[config.mk]
export PLATFORM = sky130hd
export DESIGN_NAME = intr_ctrl
export DESIGN_NICKNAME = d
export VERILOG_FILES = /design/src/rtl/intr_ctrl.sv
export SDC_FILE = /design/constraint.sdc
export NUM_CORES = 1
export LEC_CHECK = 0
export ABC_AREA = 0
export BUFFER_PORTS_ARGS = -buffer_cell sky130_fd_sc_hd__buf_4
export CAP_MARGIN = 25
export CELL_PAD_IN_SITES_DETAIL_PLACEMENT = 2
export CELL_PAD_IN_SITES_GLOBAL_PLACEMENT = 2
export CORE_UTILIZATION = 30
export DETAILED_ROUTE_END_ITERATION = 16
export PLACE_DENSITY_LB_ADDON = 0.1
export SYNTH_ARGS = -nofsm -noshare
export SYNTH_HDL_FRONTEND = slang
export SYNTH_SLANG_ARGS = --single-unit
export TNS_END_PERCENT = 30
[constraint.sdc]
create_clock -name PCLK -period 1.7 [get_ports PCLK]
set_input_delay 0.17 -clock PCLK [delete_from_list [all_inputs] [get_ports PCLK]]
set_output_delay 0.17 -clock PCLK [all_outputs]
set_load 0.03 [all_outputs]
[src/rtl/intr_ctrl.sv]
// Interrupt controller: per-source level/edge capture and masking, fixed-priority
// or round-robin arbitration, and a registered IRQ/irq_id with an ack handshake.
module intr_ctrl #(
    parameter int N_SRC = 8,
    parameter int ID_W  = $clog2(N_SRC),
    parameter bit RR    = 1'b0
) (
    input  logic             PCLK,
    input  logic             PRESETn,
    input  logic [N_SRC-1:0] IREQ,
    input  logic [N_SRC-1:0] mode,
    input  logic [N_SRC-1:0] mask_en,
    input  logic             ack,
    output logic             IRQ,
    output logic [ID_W-1:0]  irq_id,
    output logic [N_SRC-1:0] pending
);

    typedef enum logic {IDLE, PRESENT} state_t;

    state_t           state;
    logic [N_SRC-1:0] ireq_q, ireq_q2, rise, eligible;
    logic [ID_W-1:0]  rr_ptr, winner, id_next, idx;
    logic [ID_W:0]    sum;
    logic             found, ack_acc;

    assign rise     = ireq_q & ~ireq_q2;
    assign eligible = pending & mask_en;
    // An ack in the same cycle the presented source drops out is ignored.
    assign ack_acc  = (state == PRESENT) && ack && eligible[irq_id];
    assign id_next  = (irq_id == ID_W'(N_SRC - 1)) ? '0 : irq_id + 1'b1;

    // Cyclic search from rr_ptr; with RR off the start point is always 0.
    always_comb begin
        winner = '0;
        found  = 1'b0;
        sum    = '0;
        idx    = '0;
        for (int k = 0; k < N_SRC; k++) begin
            sum = (RR ? {1'b0, rr_ptr} : '0) + (ID_W+1)'(k);
            if (sum >= (ID_W+1)'(N_SRC))
                sum = sum - (ID_W+1)'(N_SRC);
            idx = sum[ID_W-1:0];
            if (!found && eligible[idx]) begin
                winner = idx;
                found  = 1'b1;
            end
        end
    end

    always_ff @(posedge PCLK) begin
        if (!PRESETn) begin
            ireq_q  <= '0;
            ireq_q2 <= '0;
            pending <= '0;
            rr_ptr  <= '0;
            irq_id  <= '0;
            IRQ     <= 1'b0;
            state   <= IDLE;
        end else begin
            ireq_q  <= IREQ;
            ireq_q2 <= ireq_q;
            // Edge sources: a new rise beats a clearing ack.
            for (int i = 0; i < N_SRC; i++) begin
                if (mode[i])
                    pending[i] <= rise[i] | (pending[i] & ~(ack_acc && irq_id == ID_W'(i)));
                else
                    pending[i] <= ireq_q[i];
            end
            case (state)
                IDLE: begin
                    if (|eligible) begin
                        irq_id <= winner;
                        IRQ    <= 1'b1;
                        state  <= PRESENT;
                    end
                end
                PRESENT: begin
                    if (!eligible[irq_id]) begin
                        IRQ   <= 1'b0;
                        state <= IDLE;
                    end else if (ack) begin
                        IRQ    <= 1'b0;
                        rr_ptr <= id_next;
                        state  <= IDLE;
                    end
                end
                default: state <= IDLE;
            endcase
        end
    end

endmodule

==> results of run 1 <==
critical path: stages (launching register included):
cell and delay, ns:
dfxtp_1 0.56, a21boi_1 0.37, o2111ai_1 0.17, a41o_1 0.26
worst max-delay path by stage:
stage / slack (ns) / end / startpoint / cells after the start
2_1_floorplan: 0.22 / pending[6]$_SDFF_PN0_ / pending[4]$_SDFF_PN0_ / 4
3_3_place_gp: 0.22 / pending[6]$_SDFF_PN0_ / irq_id[0]$_SDFFE_PN0P_ / 4
3_5_place_dp: 0.09 / pending[6]$_SDFF_PN0_ / irq_id[0]$_SDFFE_PN0P_ / 4
4_1_cts: 0.06 / pending[6]$_SDFF_PN0_ / irq_id[0]$_SDFFE_PN0P_ / 4
5_1_grt: 0.12 / pending[6]$_SDFF_PN0_ / pending[4]$_SDFF_PN0_ / 4
6_report: 0.24 / pending[6]$_SDFF_PN0_ / irq_id[1]$_SDFFE_PN0P_ / 3
report_power, final:
| group | internal, mW | switching [mW] | leakage [nW] | total (mW) |
|---|---|---|---|---|
| sequential | 0.726 | 0.0594 | 0.240 | 0.785 |
| combinational | 0.139 | 0.153 | 0.411 | 0.293 |
| clock | 0.476 | 0.271 | 0.0574 | 0.748 |
per-stage QoR:
step | power (mW) | instances
finish | 1.83 | 211
global route | 1.90 | 211
CTS | 1.84 | 211
detailed placement | 1.09 | 203
global placement | 1.08 | 203
floorplan | 0.953 | 121
state kept, by name, indices dropped and copies added, names as in the netlist:
name     count
irq_id       3
IRQ          1
ireq_q       8
state        1
pending      8
ireq_q2      8
logic make-up (layout without fill, tap and decap cells):
group / after synthesis / count (layout)
compound gates: 36 / 36
simple gates: 50 / 50
buf+inv: 6 / 48
flops: 29 / 29
placed cells by master, fill, tap and decap left out, types with 2 or more instances in the layout:
cell,n
nand3_1,4
a22o_1,2
nand4_1,3
nand3b_1,3
a22oi_1,3
nand4b_1,5
o2111ai_1,2
nand2_1,11
and2_1,16
buf_4,39
a22oi_2,2
a41o_1,6
a31oi_1,2
dfxtp_1,28
a21boi_0,7
a21oi_1,2
nor2_1,3
clkbuf_8,6
area by class of cell:
cell class,instances,area (µm²)
clock inverter,2,37.5
sequential,29,582
timing repair buffer,39,293
fill,425,2120
multi-input combinational,86,619
clock buffer,6,82.6
inverter,1,3.75
tap,48,60.1
per-layer routing:
metal,up-vias,GRT usage (%)
met5,-,0
met4,0,7.18
met3,7,4.14
met2,28,30.9
met1,554,22.7
li1,543,-
==> key figures, run 1 <==
Status
  – Status: finished, final reports clean

Routing
  – Initial DRC count: 32
  – Met1 wire length: 1.65 mm
  – Vias per cell: 5.36
  – Residual DRC count: 0
  – Via Count: 1132
  – Met3 WL: 159 µm
  – Drt first pass iters: 4
  – Met2 routed WL: 1.66 mm
  – WL/cell: 16.7 µm
  – Max layer used: met4
  – WL final: 3.53 mm
  – DRT antenna net count: 0

Floorplanning
  – Core box area: 0.00380 mm²
  – Io pins: 39
  – Die Area: 0.00438 mm²
  – DIE HEIGHT: 66.2 µm
  – Rows: 22
  – Die W: 66.2 µm
  – Initial Utilization: 32.5%

Timing
  – Setup TNS after final layout: 0 ns
  – Layout Skew: 0.00454 ns
  – Slew headroom: 72.8%
  – Tightest Pin Transition: 0.407 ns
  – Endpoints failing hold: 0
  – Post-route setup slack: 0.241 ns
  – Final period util: 85.8%
  – Fin. max-slew vios: 0
  – Hold Slack: 0.0919 ns
  – Minimum clock period: 1.46 ns
  – Setup violators final: 0
  – RSZ-0062 raised after global routing: no
  – Maximum clock frequency: 0.685 GHz

Clock tree
  – CTS sink count: 29
  – CTS tree: done
  – # H-tree levels: 2
  – Hold-fix buffers, CTS: 0
  – Clk Latency, worst-skew pair: 0.28 ns
  – Post-CTS setup buffers: 0
  – CTS max path bufs: 2
  – Cts repair resizes: 0
  – Root Driver: clkbuf_8
  – CTS buffer count: 5
  – Clock transition at path regs: 0.07 ns

Worst setup path
  – R2R Path End: pending[6]$_SDFF_PN0_
  – Worst r2r src: irq_id[1]$_SDFFE_PN0P_
  – Worst EP arrival: 1.63 ns
  – Crit Path Category: flip-flop to flip-flop
  – Crit path capture type: flip-flop
  – Startpoint Class: flip-flop
  – Critical Path RT: 1.87 ns
  – Critical Path Fanout Max: 11
  – R2r setup slk: 0.24 ns
  – Register-to-Register Path Depth: 3

Yosys
  – Synth Register Bits: 29
  – Register area share after synthesis: 47.0%
  – Most common cell in the netlist: dfxtp_1
  – Largest family of logic cells by synthesized area: compound AO/OA/AOI/OAI gates
  – Cell accounting for the most synthesized area: dfxtp_1
  – Cells after Synth: 121
  – Average size of a mapped cell: 10.2 µm²
  – Synth unique cells: 36
  – Top_reg_cell synth: dfxtp_1
  – Post-synthesis adder-cell area fraction: 0%
  – EDFF count, synth: 0
  – Synthesized net count: 148
  – XOR/XNOR share of the synthesized area: 0%
  – Yosys top cell area share: 47.0%
  – Async set or reset register ratio after synthesis: 0%
  – Mapped cell area: 0.00123 mm²
  – Complex-gate fraction of the synthesized area: 25.3%
  – Post-synthesis mux area share: 0%
  – Post-Synth Simple-Gate Area: 24.8%
  – Ys Warns: 0
  – Synth area leaders: dfxtp_1 (47%), and2_1 (8.1%), a41o_1 (4.9%)
  – Post-synth top cells: dfxtp_1 (29), and2_1 (16), nand2_1 (11), a21boi_0 (7), a41o_1 (6)

Final layout
  – Final nets: 189
  – P&R area growth vs syn: 35.9%
  – Final core occ: 44.2%
  – Diodes inserted: 0
  – Design area: 0.00168 mm²
  – Share of cells above drive strength 1: 33.1%

Min path
  – WHS Endpoint: ireq_q[0]$_SDFF_PN0_
  – Hold Path Stages: 2
  – Hold Crit Class: input pin to flip-flop
  – Hold Crit Start: IREQ[0]

Global route
  – Vias in the first global route: 1206
  – First-pass GRT wire length: 6.01 mm
  – Largest net degree at the start of global routing: 32
  – Gr ovfl total: 0
  – Total GRT Usage: 18.4%
  – Initial antenna violation count: 0

Placement
  – Place WS: 0.0880 ns
  – Input/output buffers: 38
  – RD Place Congestion: 0.792
  – HPWL after detailed placement: 2.56 mm
  – Placed Area: 0.00156 mm²

Power and ir drop
  – Pwr dens: 1090 mW/mm²
  – Worst vdd ir: 0.467 mV
  – Static Leak: 0.708 nW

Job
  – Max-Cap Viols: 0
Note: power is estimated with default switching activity, not from simulation.
==> run 2: changes to the inputs <==
--- a/config.mk
+++ b/config.mk
@@ -5,12 +5,12 @@
 export SDC_FILE = /design/constraint.sdc
 export NUM_CORES = 1
 export LEC_CHECK = 0
-export ABC_AREA = 0
+export ABC_AREA = 1
 export BUFFER_PORTS_ARGS = -buffer_cell sky130_fd_sc_hd__buf_4
 export CAP_MARGIN = 25
 export CELL_PAD_IN_SITES_DETAIL_PLACEMENT = 2
 export CELL_PAD_IN_SITES_GLOBAL_PLACEMENT = 2
-export CORE_UTILIZATION = 30
+export CORE_UTILIZATION = 26
 export DETAILED_ROUTE_END_ITERATION = 16
 export PLACE_DENSITY_LB_ADDON = 0.1
 export SYNTH_ARGS = -nofsm -noshare
==> run 2 against run 1 <==
Net effect:
- cell count increased by 46%
- total power up 1.2%
- largest cell class unchanged
- via count grew 21%
==> key figures, run 2 <==
Yosys
  – Post-synth top cells: nand2_1 (81), dfxtp_1 (29), inv_1 (27), nor2_1 (23), nand4_1 (9)
  – Register area share after synthesis: 44.0%
  – Synth area leaders: dfxtp_1 (44%), nand2_1 (23%), inv_1 (7.7%)
  – Cell accounting for the most synthesized area: dfxtp_1
  – Largest family of logic cells by synthesized area: simple AND/OR/NAND/NOR gates
  – Async set or reset register ratio after synthesis: 0%
  – Most common cell in the netlist: nand2_1
  – Yosys top cell area share: 44.0%
  – Ys Warns: 0
  – Cells after Synth: 198
  – Average size of a mapped cell: 6.66 µm²
  – XOR/XNOR share of the synthesized area: 0%
  – EDFF count, synth: 0
  – Synth Register Bits: 29
  – Complex-gate fraction of the synthesized area: 3.13%
  – Top_reg_cell synth: dfxtp_1
  – Post-synthesis mux area share: 0%
  – Mapped cell area: 0.00132 mm²
  – Post-Synth Simple-Gate Area: 43.9%
  – Synthesized net count: 225
  – Synth unique cells: 21
  – Post-synthesis adder-cell area fraction: 0%

Worst setup path
  – Crit-path max cell delay: 0.33 ns
  – R2r setup slk: 0.36 ns
  – Crit path capture type: flip-flop
  – Register-to-Register Path Depth: 8
  – Worst r2r src: pending[1]$_SDFF_PN0_
  – Critical-path cell list: nand2_1 > nand2_1 > nor2_2 > nand3_1 > nand2_1 > nand2_1 > nand2_1 > a21oi_1
  – Slowest cell on crit path: dfxtp_1
  – Worst EP arrival: 1.50 ns
  – Critical Path RT: 1.87 ns
  – R2R Path End: irq_id[0]$_SDFFE_PN0P_
  – Crit path top cell by count: nand2_1
  – Critical Path Fanout Max: 5
  – Crit Path Category: flip-flop to flip-flop
  – Startpoint Class: flip-flop

Job
  – Max-Cap Viols: 0

Global route
  – First-pass GRT wire length: 6.80 mm
  – Largest net degree at the start of global routing: 21
  – Vias in the first global route: 1493
  – Initial antenna violation count: 0
  – Gr ovfl total: 0
  – Total GRT Usage: 17.2%

Placement
  – Placed insts: 301
  – Input/output buffers: 38
  – Placed Area: 0.00168 mm²
  – RD Place Congestion: 0.797
  – HPWL after detailed placement: 3.06 mm

Timing
  – Tightest Pin Transition: 0.337 ns
  – Final period util: 78.7%
  – Endpoints failing hold: 0
  – Setup violators final: 0
  – Slew headroom: 77.4%
  – Layout Skew: 0.00589 ns
  – Minimum clock period: 1.34 ns
  – RSZ-0062 raised after global routing: no
  – Setup TNS after final layout: 0 ns
  – Fin. max-slew vios: 0
  – Maximum clock frequency: 0.748 GHz

Min path
  – Hold Crit Start: IREQ[1]
  – Hold Crit Class: input pin to flip-flop
  – WHS Endpoint: ireq_q[1]$_SDFF_PN0_
  – Hold Path Stages: 3

Clock tree
  – CTS sink count: 29
  – Clk Latency, worst-skew pair: 0.29 ns
  – Post-CTS setup buffers: 0
  – Root Driver: clkbuf_8
  – CTS buffer count: 5
  – CTS tree: done
  – # H-tree levels: 2
  – Cts repair resizes: 0
  – CTS max path bufs: 2
  – Hold-fix buffers, CTS: 0
  – Clock transition at path regs: 0.08 ns

Routing
  – Initial DRC count: 20
  – Residual DRC count: 0
  – Vias per cell: 4.44
  – WL/cell: 12.9 µm
  – Via Count: 1372
  – DRT antenna net count: 0
  – Drt first pass iters: 4
  – WL final: 3.98 mm

Power and ir drop
  – Pwr dens: 1030 mW/mm²
  – Pwr Total: 1.85 mW
  – Worst vdd ir: 0.426 mV
  – Static Leak: 0.952 nW

Floorplanning
  – Rows: 25
  – Core box area: 0.00482 mm²
  – Die W: 73.2 µm
  – DIE HEIGHT: 73.2 µm
  – Die Area: 0.00536 mm²
  – Initial Utilization: 27.4%
  – Io pins: 39

Status
  – Status: finished, final reports clean

Final layout
  – P&R area growth vs syn: 36.1%
  – Final nets: 268
  – Commonest non-fill, non-tap cell in the layout: nand2_1
  – Fin cells: 309
  – Design area: 0.00179 mm²
  – Share of cells above drive strength 1: 23.6%
  – Diodes inserted: 0
  – Commonest non-fill, non-tap cells in the layout: nand2_1 (81), buf_4 (38), dfxtp_1 (29)
  – Largest regs: ireq_q2: 8 flops, ireq_q: 8 flops, pending: 8 flops
## run 2: cell count changes after synthesis, sizes merged, moves of 6 or more
cell / delta
a21boi: -8
a41o: -6
and2: -16
inv: +27
nand2: +72
nand4: +6
nor2: +25
## run 2: how the worst max path moves through the flow
stage                            from                endpoint  slack (ns)  cells past startpoint
4_1_cts        irq_id[1]$_SDFFE_PN0P_   pending[2]$_SDFF_PN0_        0.33                      7
3_5_place_dp   irq_id[1]$_SDFFE_PN0P_   pending[6]$_SDFF_PN0_        0.35                      7
3_3_place_gp    pending[1]$_SDFF_PN0_  irq_id[0]$_SDFFE_PN0P_        0.43                      8
2_1_floorplan  irq_id[0]$_SDFFE_PN0P_   pending[0]$_SDFF_PN0_        0.38                      7
5_1_grt        irq_id[0]$_SDFFE_PN0P_   pending[6]$_SDFF_PN0_        0.17                      7
6_report        pending[1]$_SDFF_PN0_  irq_id[0]$_SDFFE_PN0P_        0.36                      8
## run 2: stage by stage
stage	util (%)	hold slack, ns	worst slack [ns]
floorplan	-	0.263	0.375
global placement	34.9	0.344	0.429
detailed placement	34.9	0.357	0.348
CTS	37.2	0.0482	0.332
global route	37.2	0.0586	0.174
finish	37.2	0.0569	0.363
## run 2: area by class of cell
| class | instances | area [µm²] |
|---|---|---|
| clock inverters | 3 | 46.3 |
| multi-input cells | 138 | 621 |
| fillers | 623 | 3020 |
| inverters | 29 | 109 |
| flip-flops and latches | 29 | 581 |
| well taps | 67 | 83.8 |
| repair buffers | 38 | 285 |
| clock buffers | 5 | 68.8 |
## run 2: layer usage
layer	vias to the layer above	routed length [µm]	share of wire (%)	GRT usage, %
met1	650	1740	44	20.5
met3	6	156	3.9	4.14
met5	-	0	0	0
met4	0	59	1.5	7.19
li1	689	-	-	-
met2	27	2020	51	29.6
## run 2: cells by family (layout without fill, tap and decap cells)
group	Yosys count	in the layout
and+or+nand+nor	130	130
buffers and inverters	31	75
DFF	29	29
AOI/OAI and AO/OA	8	8
## run 2: where the power goes
group / internal [mW] / leakage (nW) / total, mW / switching [mW]
Sequential: 0.724 / 0.240 / 0.759 / 0.0343
Clock: 0.438 / 0.0543 / 0.744 / 0.305
Combinational: 0.128 / 0.658 / 0.344 / 0.216
## run 2: worst max-delay path: cells and delay by family, from the launching register on
kind            cells  cell delay (ns)
compound gates      1             0.06
flops               1             0.33
simple gates        7             0.82
==> run 3: changes to the inputs <==
==> constraint.sdc (replaced) <==
create_clock -name PCLK -period 1.36 [get_ports PCLK]
set_input_delay 0.136 -clock PCLK [delete_from_list [all_inputs] [get_ports PCLK]]
set_output_delay 0.136 -clock PCLK [all_outputs]
set_load 0.03 [all_outputs]
==> run 3 against run 2 <==
Net effect:
- via count rose by 0.51%
- register-to-register slack got worse by 0.25 ns
- die area did not move
- design area is 0.77% higher
- sequential power up 25%
- first-iteration DRC count increased by 40%
- clock skew grew 0.0018 ns
- cell count increased by 0.65%
- highest routed layer unchanged
- wire length shrank 1.3%
==> key figures, run 3 (synthesis results as in run 2) <==
Timing
  – Layout Skew: 0.00770 ns
  – Endpoints failing hold: 0
  – Hold Slack: 0.0468 ns
  – Setup violators final: 0
  – Tightest Pin Transition: 0.341 ns
  – Setup TNS after final layout: 0 ns
  – Fin. max-slew vios: 0
  – RSZ-0062 raised after global routing: yes
  – Final period util: 91.7%
  – Slew headroom: 77.1%
  – Maximum clock frequency: 0.802 GHz
  – Minimum clock period: 1.25 ns

Final layout
  – P&R area growth vs syn: 37.1%
  – Design area: 0.00181 mm²
  – Final core occ: 37.5%
  – Commonest non-fill, non-tap cells in the layout: nand2_1 (78), buf_4 (41), dfxtp_1 (27)
  – Largest regs: ireq_q2: 8 flops, ireq_q: 8 flops, pending: 8 flops
  – Commonest non-fill, non-tap cell in the layout: nand2_1
  – Share of cells above drive strength 1: 26.6%
  – Diodes inserted: 0
  – Final nets: 271

Routing
  – DRT antenna net count: 0
  – Vias per cell: 4.43
  – WL/cell: 12.6 µm
  – Residual DRC count: 0
  – Drt first pass iters: 4
  – Initial DRC count: 28
  – WL final: 3.93 mm
  – Via Count: 1379

Global route
  – Total GRT Usage: 16.0%
  – First-pass GRT wire length: 6.49 mm
  – Largest net degree at the start of global routing: 20
  – Vias in the first global route: 1445
  – Gr ovfl total: 0
  – Initial antenna violation count: 0

Power and ir drop
  – Pwr Total: 2.10 mW
  – Pint: 1.48 mW
  – Pwr dens: 1160 mW/mm²
  – Worst vdd ir: 0.420 mV
  – Combinational share of power: 21.6%
  – Sequential power share: 44.9%
  – Clock power frac: 33.4%
  – Static Leak: 0.960 nW
  – Sw Ratio: 29.6%
  – Sw power: 0.623 mW

Clock tree
  – Clock transition at path regs: 0.06 ns
  – Cts repair resizes: 4
  – Root Driver: clkbuf_8
  – Clk Latency, worst-skew pair: 0.27 ns
  – CTS buffer count: 5
  – CTS sink count: 29
  – CTS tree: done
  – CTS max path bufs: 2
  – Post-CTS setup buffers: 0
  – # H-tree levels: 2
  – Hold-fix buffers, CTS: 0

Floorplanning
  – Die Area: 0.00536 mm²
  – Initial Utilization: 27.4%
  – Core box area: 0.00482 mm²
  – DIE HEIGHT: 73.2 µm
  – Io pins: 39
  – Die W: 73.2 µm
  – Rows: 25

Worst setup path
  – Crit path top cell by count: nand2_1
  – Crit path capture type: flip-flop
  – Critical Path Fanout Max: 9
  – Critical Path RT: 1.52 ns
  – Crit Path Category: flip-flop to flip-flop
  – Crit-path max cell delay: 0.37 ns
  – Worst r2r src: irq_id[0]$_SDFFE_PN0P_
  – Startpoint Class: flip-flop
  – Critical-path cell list: inv_1 > nand2_1 > nor2_1 > nor2_2 > nand3_4 > nand4_1 > nand2_1 > nand2_1
  – Register-to-Register Path Depth: 8
  – Worst EP arrival: 1.41 ns
  – Slowest cell on crit path: dfxtp_4
  – R2R Path End: pending[6]$_SDFF_PN0_
  – R2r setup slk: 0.11 ns

Placement
  – RD Place Congestion: 0.796
  – Placed Area: 0.00170 mm²
  – Input/output buffers: 38
  – HPWL after detailed placement: 3.12 mm

Min path
  – Hold Path Stages: 3
  – WHS Endpoint: ireq_q[1]$_SDFF_PN0_
  – Hold Crit Start: IREQ[1]
  – Hold Crit Class: input pin to flip-flop

Job
  – Max-Cap Viols: 0

Status
  – Status: finished, final reports clean
-- run 3: per-stage QoR --
stage	worst slack (ns)	std cells
after global routing	-0.0178	311
after global placement	0.0897	304
final	0.113	311
after floorplan	0.0350	198
after detailed placement	0.00485	304
after CTS	0.00625	311
-- run 3: cell type report --
| class | instances | area, µm² |
|---|---|---|
| clock buffer | 7 | 86.3 |
| tap | 67 | 83.8 |
| inverter | 29 | 109 |
| fill | 602 | 3010 |
| timing repair buffer | 41 | 308 |
| multi-input combinational | 138 | 636 |
| sequential | 29 | 586 |
-- run 3: per-layer routing --
metal,GRT usage (%),wire [µm],vias to the layer above
met5,0,0,-
met4,5.23,22,0
met3,3.31,132,4
met2,27.5,2020,20
met1,19.9,1750,662
li1,-,-,693
-- run 3: power groups by stage --
stage / Sequential, mW / Clock [mW] / Combinational, mW
floorplan: 1.02 / 0 / 0.204
global placement: 0.956 / 0 / 0.439
detailed placement: 0.962 / 0 / 0.456
CTS: 0.946 / 0.737 / 0.461
global route: 0.951 / 0.791 / 0.505
finish: 0.945 / 0.703 / 0.455
-- run 3: worst max-delay path: cells and delay by family (launching register included) --
family	cells	cell delay, ns
flops	1	0.37
simple gates	7	0.67
buf+inv	1	0.08
-- run 3: worst max path at each step --
stage	startpoint	endpoint	slack [ns]	cells past startpoint
final	irq_id[0]$_SDFFE_PN0P_	pending[6]$_SDFF_PN0_	0.11	8
after floorplan	irq_id[0]$_SDFFE_PN0P_	pending[0]$_SDFF_PN0_	0.04	7
after detailed placement	irq_id[1]$_SDFFE_PN0P_	pending[6]$_SDFF_PN0_	0.005	7
after global placement	pending[1]$_SDFF_PN0_	irq_id[0]$_SDFFE_PN0P_	0.09	8
after global routing	irq_id[0]$_SDFFE_PN0P_	pending[6]$_SDFF_PN0_	-0.02	8
after CTS	pending[1]$_SDFF_PN0_	irq_id[0]$_SDFFE_PN0P_	0.006	8
